**config.mk**
```make
export PLATFORM = sky130hd
export DESIGN_NAME = clock_rate_monitor_flat
export DESIGN_NICKNAME = d
export VERILOG_FILES = /design/src/rtl/clock_rate_monitor_pkg.sv /design/src/rtl/clock_rate_monitor_if.sv /design/src/rtl/clock_rate_monitor_mon_sync_edge.sv /design/src/rtl/clock_rate_monitor.sv /design/src/flat_wrapper.sv
export SDC_FILE = /design/constraint.sdc
export NUM_CORES = 1
export LEC_CHECK = 0
export BUFFER_PORTS_ARGS = -buffer_cell sky130_fd_sc_hd__buf_4
export CORE_ASPECT_RATIO = 1.5
export CORE_MARGIN = 5
export CORE_UTILIZATION = 55
export CTS_BUF_LIST = sky130_fd_sc_hd__clkbuf_4 sky130_fd_sc_hd__clkbuf_8 sky130_fd_sc_hd__clkbuf_16
export DETAILED_ROUTE_END_ITERATION = 8
export PLACE_DENSITY = 0.76
export SLEW_MARGIN = 20
export SYNTH_ARGS = -nofsm -noshare
export SYNTH_HDL_FRONTEND = slang
export SYNTH_HIERARCHICAL = 1
export SYNTH_SLANG_ARGS = --single-unit
export TNS_END_PERCENT = 20
```
**constraint.sdc**
```tcl
create_clock -name core_clk -period 5.3 [get_ports core_clk]
set_input_delay 0.53 -clock core_clk [delete_from_list [all_inputs] [get_ports core_clk]]
set_output_delay 0.53 -clock core_clk [all_outputs]
set_load 0.005 [all_outputs]
```
**src/rtl/clock_rate_monitor_pkg.sv**
```systemverilog
// Shared definitions for the clock rate monitor.
// Holds the FSM state encoding and the default counter widths used by the interface, the top
// and the testbench.
package clock_rate_monitor_pkg;

   localparam int unsigned DefWinW = 16;  // window length width, core_clk cycles
   localparam int unsigned DefCntW = 16;  // edge counter / result width

   typedef enum logic [1:0] {
      StIdle    = 2'd0,
      StMeasure = 2'd1,
      StReport  = 2'd2
   } crm_state_e;

endpackage

```
**src/rtl/clock_rate_monitor_if.sv**
```systemverilog
// Request/result bundle of the clock rate monitor.
// Signals:
//   start    - one-cycle request to begin a measurement
//   window   - measurement length in core_clk cycles, sampled on an accepted start
//   busy     - measurement in progress
//   done     - one-cycle pulse when a new result is valid
//   count    - mon_clk rising edges counted in the last window
//   overflow - count saturated during the last window
//   stuck    - last window saw no edges
// Modports: master drives requests (firmware/SPI side), slave is the monitor.
interface clock_rate_monitor_if
   import clock_rate_monitor_pkg::*;
#(
   parameter int unsigned WinW = DefWinW,
   parameter int unsigned CntW = DefCntW
);

   logic            start;
   logic [WinW-1:0] window;
   logic            busy;
   logic            done;
   logic [CntW-1:0] count;
   logic            overflow;
   logic            stuck;

   modport master (
      output start,
      output window,
      input  busy,
      input  done,
      input  count,
      input  overflow,
      input  stuck
   );

   modport slave (
      input  start,
      input  window,
      output busy,
      output done,
      output count,
      output overflow,
      output stuck
   );

endinterface

```
**src/rtl/clock_rate_monitor_mon_sync_edge.sv**
```systemverilog
// Brings an asynchronous clock into the core_clk domain and flags its rising edges.
// Two-flop synchronizer followed by an edge register; the flops run continuously so the edge
// flag is already meaningful when a measurement starts.
// Ports:
//   clk_i   - core clock
//   rst_i   - synchronous active-high reset
//   async_i - asynchronous clock being observed
//   rise_o  - one-cycle flag per rising edge of async_i (2-3 cycles of latency)
module clock_rate_monitor_mon_sync_edge (
   input  logic clk_i,
   input  logic rst_i,
   input  logic async_i,
   output logic rise_o
);

   logic sync1_q;
   logic sync2_q;
   logic edge_q;

   always_ff @(posedge clk_i) begin
      if (rst_i) begin
         sync1_q <= 1'b0;
         sync2_q <= 1'b0;
         edge_q  <= 1'b0;
      end else begin
         sync1_q <= async_i;
         sync2_q <= sync1_q;
         edge_q  <= sync2_q;
      end
   end

   assign rise_o = sync2_q & ~edge_q;

endmodule

```
**src/rtl/clock_rate_monitor.sv**
```systemverilog
// Measures the frequency of an asynchronous clock by counting its rising edges over a
// programmable window of core_clk cycles. Used to confirm PLL/divider settings before core_clk
// is switched over.
// Ports:
//   core_clk - single clock for every flop in the block
//   reset    - synchronous active-high reset
//   mon_clk  - asynchronous clock under measurement
//   bus      - request/result bundle (slave side), see clock_rate_monitor_if
module clock_rate_monitor
   import clock_rate_monitor_pkg::*;
#(
   parameter int unsigned WinW = DefWinW,
   parameter int unsigned CntW = DefCntW
) (
   input  logic                 core_clk,
   input  logic                 reset,
   input  logic                 mon_clk,
   clock_rate_monitor_if.slave  bus
);

   crm_state_e      state_q, state_d;
   logic [WinW-1:0] win_cnt_q, win_cnt_d;
   logic [CntW-1:0] edge_cnt_q, edge_cnt_d;
   logic            sat_q, sat_d;
   logic            busy_q, busy_d;
   logic            done_q, done_d;
   logic [CntW-1:0] count_q, count_d;
   logic            overflow_q, overflow_d;
   logic            stuck_q, stuck_d;
   logic            rise;

   clock_rate_monitor_mon_sync_edge u_mon_sync_edge (
      .clk_i   (core_clk),
      .rst_i   (reset),
      .async_i (mon_clk),
      .rise_o  (rise)
   );

   // State register and datapath flops.
   always_ff @(posedge core_clk) begin
      if (reset) begin
         state_q    <= StIdle;
         win_cnt_q  <= '0;
         edge_cnt_q <= '0;
         sat_q      <= 1'b0;
         busy_q     <= 1'b0;
         done_q     <= 1'b0;
         count_q    <= '0;
         overflow_q <= 1'b0;
         stuck_q    <= 1'b0;
      end else begin
         state_q    <= state_d;
         win_cnt_q  <= win_cnt_d;
         edge_cnt_q <= edge_cnt_d;
         sat_q      <= sat_d;
         busy_q     <= busy_d;
         done_q     <= done_d;
         count_q    <= count_d;
         overflow_q <= overflow_d;
         stuck_q    <= stuck_d;
      end
   end

   // Next-state logic. A zero-length window is silently rejected; start is not looked at
   // outside IDLE, so a request during a measurement is dropped.
   always_comb begin
      state_d = state_q;
      unique case (state_q)
         StIdle: begin
            if (bus.start && (bus.window != '0)) begin
               state_d = StMeasure;
            end
         end
         StMeasure: begin
            // win_cnt == 1 marks the last of exactly `window` sample cycles.
            if (win_cnt_q == WinW'(1)) begin
               state_d = StReport;
            end
         end
         StReport: state_d = StIdle;
         default:  state_d = StIdle;
      endcase
   end

   // Counters and output registers.
   always_comb begin
      win_cnt_d  = win_cnt_q;
      edge_cnt_d = edge_cnt_q;
      sat_d      = sat_q;
      count_d    = count_q;
      overflow_d = overflow_q;
      stuck_d    = stuck_q;
      done_d     = 1'b0;
      // busy covers exactly the sample cycles, so it drops one cycle before done pulses.
      busy_d     = (state_d == StMeasure);

      unique case (state_q)
         StIdle: begin
            if (state_d == StMeasure) begin
               win_cnt_d  = bus.window;
               edge_cnt_d = '0;
               sat_d      = 1'b0;
            end
         end
         StMeasure: begin
            // Never underflows: the FSM leaves MEASURE when win_cnt reaches 1.
            win_cnt_d = win_cnt_q - WinW'(1);
            if (rise) begin
               if (&edge_cnt_q) begin
                  sat_d = 1'b1;
               end else begin
                  edge_cnt_d = edge_cnt_q + CntW'(1);
               end
            end
         end
         StReport: begin
            count_d    = edge_cnt_q;
            overflow_d = sat_q;
            stuck_d    = (edge_cnt_q == '0);
            done_d     = 1'b1;
         end
         default: ;
      endcase
   end

   assign bus.busy     = busy_q;
   assign bus.done     = done_q;
   assign bus.count    = count_q;
   assign bus.overflow = overflow_q;
   assign bus.stuck    = stuck_q;

endmodule

```
**src/flat_wrapper.sv**
```systemverilog
// flat-port wrapper written by rule: the top's interface ports become plain ports
module clock_rate_monitor_flat import clock_rate_monitor_pkg::*;
#(
   parameter int unsigned WinW = DefWinW,
   parameter int unsigned CntW = DefCntW
)
  (core_clk, reset, mon_clk, bus_start, bus_window, bus_busy, bus_done, bus_count, bus_overflow, bus_stuck);
  clock_rate_monitor_if #(.WinW(WinW), .CntW(CntW)) bus_i ();
  input  logic core_clk;
  input  logic reset;
  input  logic mon_clk;
  input wire logic [$bits(bus_i.start)-1:0] bus_start;
  input wire logic [$bits(bus_i.window)-1:0] bus_window;
  output wire logic [$bits(bus_i.busy)-1:0] bus_busy;
  output wire logic [$bits(bus_i.done)-1:0] bus_done;
  output wire logic [$bits(bus_i.count)-1:0] bus_count;
  output wire logic [$bits(bus_i.overflow)-1:0] bus_overflow;
  output wire logic [$bits(bus_i.stuck)-1:0] bus_stuck;
  assign bus_i.start = bus_start;
  assign bus_i.window = bus_window;
  assign bus_busy = bus_i.busy;
  assign bus_done = bus_i.done;
  assign bus_count = bus_i.count;
  assign bus_overflow = bus_i.overflow;
  assign bus_stuck = bus_i.stuck;
  clock_rate_monitor #(.WinW(WinW), .CntW(CntW)) u_core (.core_clk(core_clk), .reset(reset), .mon_clk(mon_clk), .bus(bus_i));
endmodule
```
==> results of run 1 <==
metal layers:
metal  vias to the layer above  global-route usage [%]  part of all wire [%]
li1                       1271                       -                     -
met5                         -                       0                     0
met3                        13                    5.84                   4.8
met2                        70                    41.2                    54
met4                         0                    10.7                   2.6
met1                      1245                    22.3                    38
sequential cells by signal, summed over array words and instances (netlist names), 2 cells and up:
register and cells:
u_core/bus.count 16, u_core/edge_cnt_q 16, u_core/win_cnt_q 16, u_core/state_q 2
stage by stage:
step	hold slack (ns)	worst slack, ns	utilization, %	cells
after global routing	0.422	2.74	66.6	429
final	0.405	3.02	66.6	429
after global placement	0.429	2.92	61.9	413
after CTS	0.398	3.06	66.6	429
after floorplan	0.414	3.31	-	331
after detailed placement	0.428	2.91	61.9	413
critical path, cell delays in order (launching register included):
cell and delay (ns):
dfxtp_1 0.41, nor2b_1 0.48, nand3_1 0.38, nor2_1 0.61
or3_1 0.20, a21oi_1 0.06
final cells by class:
class / count / area share (%)
Clock inverter: 5 / 2.42
Timing Repair Buffer: 40 / 9.37
Tap cell: 66 / 2.58
Inverter: 4 / 0.469
Multi-Input combinational cell: 245 / 44.4
Sequential cell: 58 / 36.2
Clock buffer: 11 / 4.53
cell families (layout without fill, tap and decap cells):
group	after synthesis	in the layout	share of synthesized area, %
AO/OA/AOI/OAI	97	97	21.2
flip-flops	58	58	42.7
adder cells (fa/ha/maj)	4	4	1.84
AND/OR/NAND/NOR	144	144	29.2
buffers and inverters	28	60	5.06
cells in the mapped netlist (2+ instances only):
master     count  area, um^2
a21oi_1       51         255
a22oi_1        4        30.0
a2bb2oi_1      2        17.5
a31oi_1        3        18.8
and2_1         4        25.0
and3_1         5        31.3
and4_1         2        17.5
buf_2          2        10.0
clkbuf_1      17        63.8
clkbuf_8       2        27.5
dfxtp_1       58        1160
ha_1           4        50.1
inv_1          4        15.0
nand2_1       49         184
nand2b_1       2        12.5
nand3_1       10        50.1
nand3b_1       2        15.0
nand4_1        6        37.5
nor2_1        13        48.8
nor2b_1        5        31.3
nor3_1         6        30.0
nor4_1         7        43.8
o2111ai_1      3        26.3
o211ai_1       8        60.1
o21ai_0       14        70.1
o311ai_0       5        43.8
o31ai_1        4        30.0
or3_1          7        43.8
or3_2          2        15.0
or4_1         13        97.6
path summary, 6_finish.rpt:
check	depth (start not counted)	endpoint	slack, ns	start
setup reg to reg	5	u_core/edge_cnt_q[1]	3.02	u_core/state_q[0]
hold / removal	2	u_core/u_mon_sync_edge/sync1_q	0.41	mon_clk
hold reg to reg	1	u_core/u_mon_sync_edge/sync2_q	0.44	u_core/u_mon_sync_edge/sync1_q
setup / recovery	5	u_core/edge_cnt_q[1]	3.02	u_core/state_q[0]
report_power, final:
| group | internal (mW) | switching, mW | leakage [nW] |
|---|---|---|---|
| combinational | 0.0442 | 0.0657 | 0.574 |
| sequential | 0.452 | 0.0166 | 0.471 |
| clock | 0.281 | 0.173 | 0.113 |
| total | 0.777 | 0.255 | 1.16 |
==> PnR_summary.wiki, run 1 <==
{| class="wikitable"
! Metric !! Value
|-
| Final #Nets || ~380
|-
| Global Route Usage Sum || 22.2%
|-
| Peak ir drop on the vdd network || 0.238 mV
|-
| Type of element capturing the critical path || flip-flop
|-
| Cell area after technology mapping || 2720 um^2
|-
| Total of cells resized after clock tree synthesis || 0
|-
| Highest achievable clock rate || between 0.4 and 0.5 GHz
|-
| Overall Power || between 1 and 1.5 mW
|-
| Worst skew pair latency || 0.34 ns
|-
| Sequential standard cell area || about 1200 um^2
|-
| TritonCTS sink count || 58
|-
| Detailed Route WL || 6.68 mm
|-
| Number of synthesis warnings || 6
|-
| Required time of the critical path || 5.50 ns
|-
| Post-synth EDFFs || 0
|-
| Area of combinational cells with multiple inputs || 1420 um^2
|-
| Fin crit share || 43.0%
|-
| Critical path fanouts, max || 13
|-
| Unrepaired setup endpoints after global routing || false
|-
| Post-detailed-route DRC marker count || 0
|-
| CP Class || flip-flop to flip-flop
|-
| Wire length of the first global-routing pass || ~11 mm
|-
| Area of the placeable core || 4810 um^2
|-
| Synth Instances || 331
|-
| Endpoints failing setup || 0
|-
| Count of pins on the block boundary || 40
|-
| Arrival time of the worst setup path || 2.49 ns
|-
| Antenna violations before repair || 0
|-
| Via count normalized by instance count || 6.06
|-
| Via count || 2599
|-
| Number of nets with antenna violations after routing || 0
|-
| Fin crit period || 2.28 ns
|-
| # H-tree levels || 3
|-
| Post-CTS setup buffers || 0
|-
| Height of the die || 96.1 um
|-
| Hold Vio Cnt, Final || 0
|-
| Total nets after synthesis || 355
|-
| Mean instance size in the synthesized netlist || 8.21 um^2
|-
| # fillers || 437
|-
| Synth cell types || 47
|-
| Clock tree from TritonCTS || built
|-
| Hold WC Path Type || input pin to flip-flop
|-
| Vias in the first global route || 2412
|-
| Count of inserted antenna diode cells || 0
|-
| Layout cells sized above 1 || 18.2%
|-
| Standard cell area after detailed placement || 2980 um^2
|-
| Leading cell type in the layout, fill and taps excluded || dfxtp_1
|-
| Router iterations before antenna repair || 4
|-
| Sum of negative setup slack || 0 ns
|-
| Cell area after layout || around 3200 um^2
|-
| Fin. max-slew vios || 0
|-
| Synth Register Bits || 58
|-
| Overflow after GRT || 0
|-
| Horizontal die dimension || about 67 um
|-
| Post-synthesis async set-or-reset flop share || 0%
|-
| Pin slew with the least headroom to its limit || approximately 0.77 ns
|-
| Worst-path clk slew || approximately 0.06 ns
|-
| Count of standard-cell rows || 31
|-
| Outcome || finished clean
|-
| Hold_buf cts || 0
|-
| Max-Slew Margin vs Limit || 49.0%
|-
| Floorplan die area || 6480 um^2
|-
| Weighted congestion reported at the end of routability-driven placement || between 0.9 and 1
|-
| Portion of the post-synthesis area used by sequential elements || 42.7%
|-
| Leakage || about 1.2 nW
|-
| Count of port buffers added during placement || 39
|-
| Area Overhead vs Synth || 17.9%
|-
| Average wire per standard cell || roughly 16 um
|-
| Drt initial violations || 235
|-
| Critical Path Source Type || flip-flop
|-
| Detailed placer's ending HPWL || between 4 and 5 mm
|-
| Maximum number of pins on one net before global-route repair || 47
|-
| Most frequent cells in the layout || dfxtp_1, a21oi_1, nand2_1
|-
| PD cells || 322 nW/um^2
|-
| Number of max-capacitance violations reported || 0
|-
| Setup skew after layout || between 0.004 and 0.005 ns
|-
| Initial standard-cell utilization of the core || 56.5%
|-
| Clock root cell || clkbuf_8
|-
| Number of CTS-inserted buffers || 9
|-
| Clock tree buffer depth || 2
|-
| Main synth FF type || dfxtp_1
|}
No activity file was read; power rests on OpenSTA's default activity.
==> inputs of run 2 (changes only) <==
--- a/config.mk
+++ b/config.mk
@@ -8,10 +8,10 @@
 export BUFFER_PORTS_ARGS = -buffer_cell sky130_fd_sc_hd__buf_4
 export CORE_ASPECT_RATIO = 1.5
 export CORE_MARGIN = 5
-export CORE_UTILIZATION = 55
+export CORE_UTILIZATION = 51
 export CTS_BUF_LIST = sky130_fd_sc_hd__clkbuf_4 sky130_fd_sc_hd__clkbuf_8 sky130_fd_sc_hd__clkbuf_16
 export DETAILED_ROUTE_END_ITERATION = 8
-export PLACE_DENSITY = 0.76
+export PLACE_DENSITY = 0.74
 export SLEW_MARGIN = 20
 export SYNTH_ARGS = -nofsm -noshare
 export SYNTH_HDL_FRONTEND = slang
==> constraint.sdc (replaced) <==
create_clock -name core_clk -period 2 [get_ports core_clk]
set_input_delay 0.2 -clock core_clk [delete_from_list [all_inputs] [get_ports core_clk]]
set_output_delay 0.2 -clock core_clk [all_outputs]
set_load 0.005 [all_outputs]
==> run 2 against run 1 <==
Compared with the run above:
- worst hold slack got worse by 0.33 ns
- routed wire length up 0.85%
- sequential share of layout area shrank 2.2 points
- critical path depth is 2 higher
- power rose to 2.6 times the previous value
- clock skew barely moved
==> PnR_summary.wiki, run 2 (same netlist as run 1, synthesis figures left out) <==
{| class="wikitable"
! Metric !! Value
|-
| Highest achievable clock rate || 0.539 GHz
|-
| Number of nets with antenna violations after routing || 0
|-
| Number of max-capacitance violations reported || 0
|-
| Net switching component of the power || between 700 and 800 uW
|-
| Clock root cell || clkbuf_8
|-
| Wire length of the first global-routing pass || roughly 11 mm
|-
| Detailed placer's ending HPWL || 5.00 mm
|-
| Pin slew with the least headroom to its limit || 0.462 ns
|-
| Clock tree buffer depth || 2
|-
| Leakage || 1.28 nW
|-
| Critical Path Source Type || flip-flop
|-
| Vias in the first global route || 2506
|-
| Number of CTS-inserted buffers || 9
|-
| Average wire per standard cell || 14.7 um
|-
| Placed Cells || 441
|-
| Clock tree from TritonCTS || built
|-
| Global Route Usage Sum || 20.4%
|-
| Weighted congestion reported at the end of routability-driven placement || roughly 0.87
|-
| Unrepaired setup endpoints after global routing || false
|-
| Arrival time of the worst setup path || 2.06 ns
|-
| # H-tree levels || 3
|-
| Antenna violations before repair || 0
|-
| Sum of negative setup slack || 0 ns
|-
| Max-Slew Margin vs Limit || 69.2%
|-
| Layout cells sized above 1 || 23.7%
|-
| Part of the power in combinational logic || 13.2%
|-
| Overflow after GRT || 0
|-
| Critical path fanouts, max || 3
|-
| Standard cell area after detailed placement || roughly 3200 um^2
|-
| Required time of the critical path || 2.20 ns
|-
| Internal power || 1.97 mW
|-
| Final #Nets || 408
|-
| Worst-path clk slew || around 0.070 ns
|-
| TritonCTS sink count || between 50 and 60
|-
| Post-detailed-route DRC marker count || 0
|-
| Fin. max-slew vios || 0
|-
| Most frequent cells in the layout || buf_4, dfxtp_1, a21oi_1
|-
| Met2 GRT Util || 39.6%
|-
| Leading cell type in the layout, fill and taps excluded || buf_4
|-
| Most congested layer reported by global routing || met2
|-
| Horizontal die dimension || 69.6 um
|-
| Via count || ~2700
|-
| Count of inserted antenna diode cells || 0
|-
| Drt initial violations || 228
|-
| Met3 track utilization from global routing || under 10%
|-
| Switching Share || 26.4%
|-
| Via count normalized by instance count || 5.84
|-
| Detailed Route WL || 6.74 mm
|-
| Utilization of the core after routing || 66.1%
|-
| Height of the die || 99.4 um
|-
| Proportion of power drawn by flip-flops and latches || 46.3%
|-
| PD cells || 783 nW/um^2
|-
| Fin crit share || 92.8%
|-
| Count of port buffers added during placement || 39
|-
| Type of element capturing the critical path || flip-flop
|-
| Hold Vio Cnt, Final || 0
|-
| Peak ir drop on the vdd network || 0.558 mV
|-
| Final std cells w/o fill || 457
|-
| Floorplan die area || 6920 um^2
|-
| Fin crit period || 1.86 ns
|-
| Area Overhead vs Synth || 25.5%
|-
| Worst skew pair latency || 0.33 ns
|-
| Clock network fraction of design power || 40.5%
|-
| Endpoints failing setup || 0
|-
| Count of pins on the block boundary || 40
|-
| Met1 track demand over resource in global routing || 20.3%
|-
| Count of standard-cell rows || 32
|-
| Cell area after layout || 3410 um^2
|-
| Setup skew after layout || 0.00400 ns
|-
| Router iterations before antenna repair || 4
|-
| Maximum number of pins on one net before global-route repair || between 40 and 50
|-
| Initial standard-cell utilization of the core || 52.6%
|-
| Area of the placeable core || a little over 5000 um^2
|-
| Outcome || finished clean
|-
| Post-CTS setup buffers || 0
|-
| Hold WC Path Type || input pin to flip-flop
|-
| CP Class || flip-flop to flip-flop
|}
-- run 2: repair_timing --
item | in CTS | in global routing
hold endpoints to repair | 0 | 0
setup endpoints to repair | 0 | 4
gates resized for setup | 0 | 3
hold buffers | 0 | 0
-- run 2: power groups by stage --
stage	Combinational (mW)	Clock [mW]	Sequential, mW
2_1_floorplan	0.215	0	1.25
3_3_place_gp	0.335	0	1.26
3_5_place_dp	0.344	0	1.26
4_1_cts	0.344	1.12	1.23
5_1_grt	0.389	1.17	1.24
6_report	0.353	1.08	1.24
-- run 2: per-layer routing --
metal / routed length [um] / part of all wire, %
met5: 0 / 0
met4: 198 / 2.9
met3: 295 / 4.4
met2: 3670 / 55
met1: 2570 / 38
-- run 2: metrics by stage --
step	power, mW	hold slack (ns)	worst slack, ns
after floorplan	1.47	0.272	0.159
after global placement	1.59	0.414	0.103
after detailed placement	1.60	0.421	0.0547
after CTS	2.70	0.0615	0.0722
after global routing	2.80	0.0894	0.00750
final	2.67	0.0792	0.143
-- run 2: critical path, stage by stage, from the launching register on --
cell      delay [ns]
dfxtp_1         0.31
inv_1           0.08
ha_1            0.19
nor4bb_4        0.32
nand2_1         0.10
or3_2           0.46
o211ai_1        0.18
a21oi_1         0.08
-- run 2: layout make-up --
type                    instances  area [um^2]
fillers                       455         1750
flip-flops and latches         58         1160
clock buffers                  10          138
well taps                      68         85.1
repair buffers                 66          508
multi-input cells             245         1440
inverters                       4         15.0
clock inverters                 6         66.3
-- run 2: final timing paths --
| path | from | to | slack (ns) | cells past startpoint |
|---|---|---|---|---|
| min reg2reg | u_core/u_mon_sync_edge/sync1_q | u_core/u_mon_sync_edge/sync2_q | 0.44 | 1 |
| min | mon_clk | u_core/u_mon_sync_edge/sync1_q | 0.08 | 2 |
| max | u_core/win_cnt_q[0] | u_core/win_cnt_q[14] | 0.14 | 7 |
| max reg2reg | u_core/win_cnt_q[0] | u_core/win_cnt_q[14] | 0.14 | 7 |
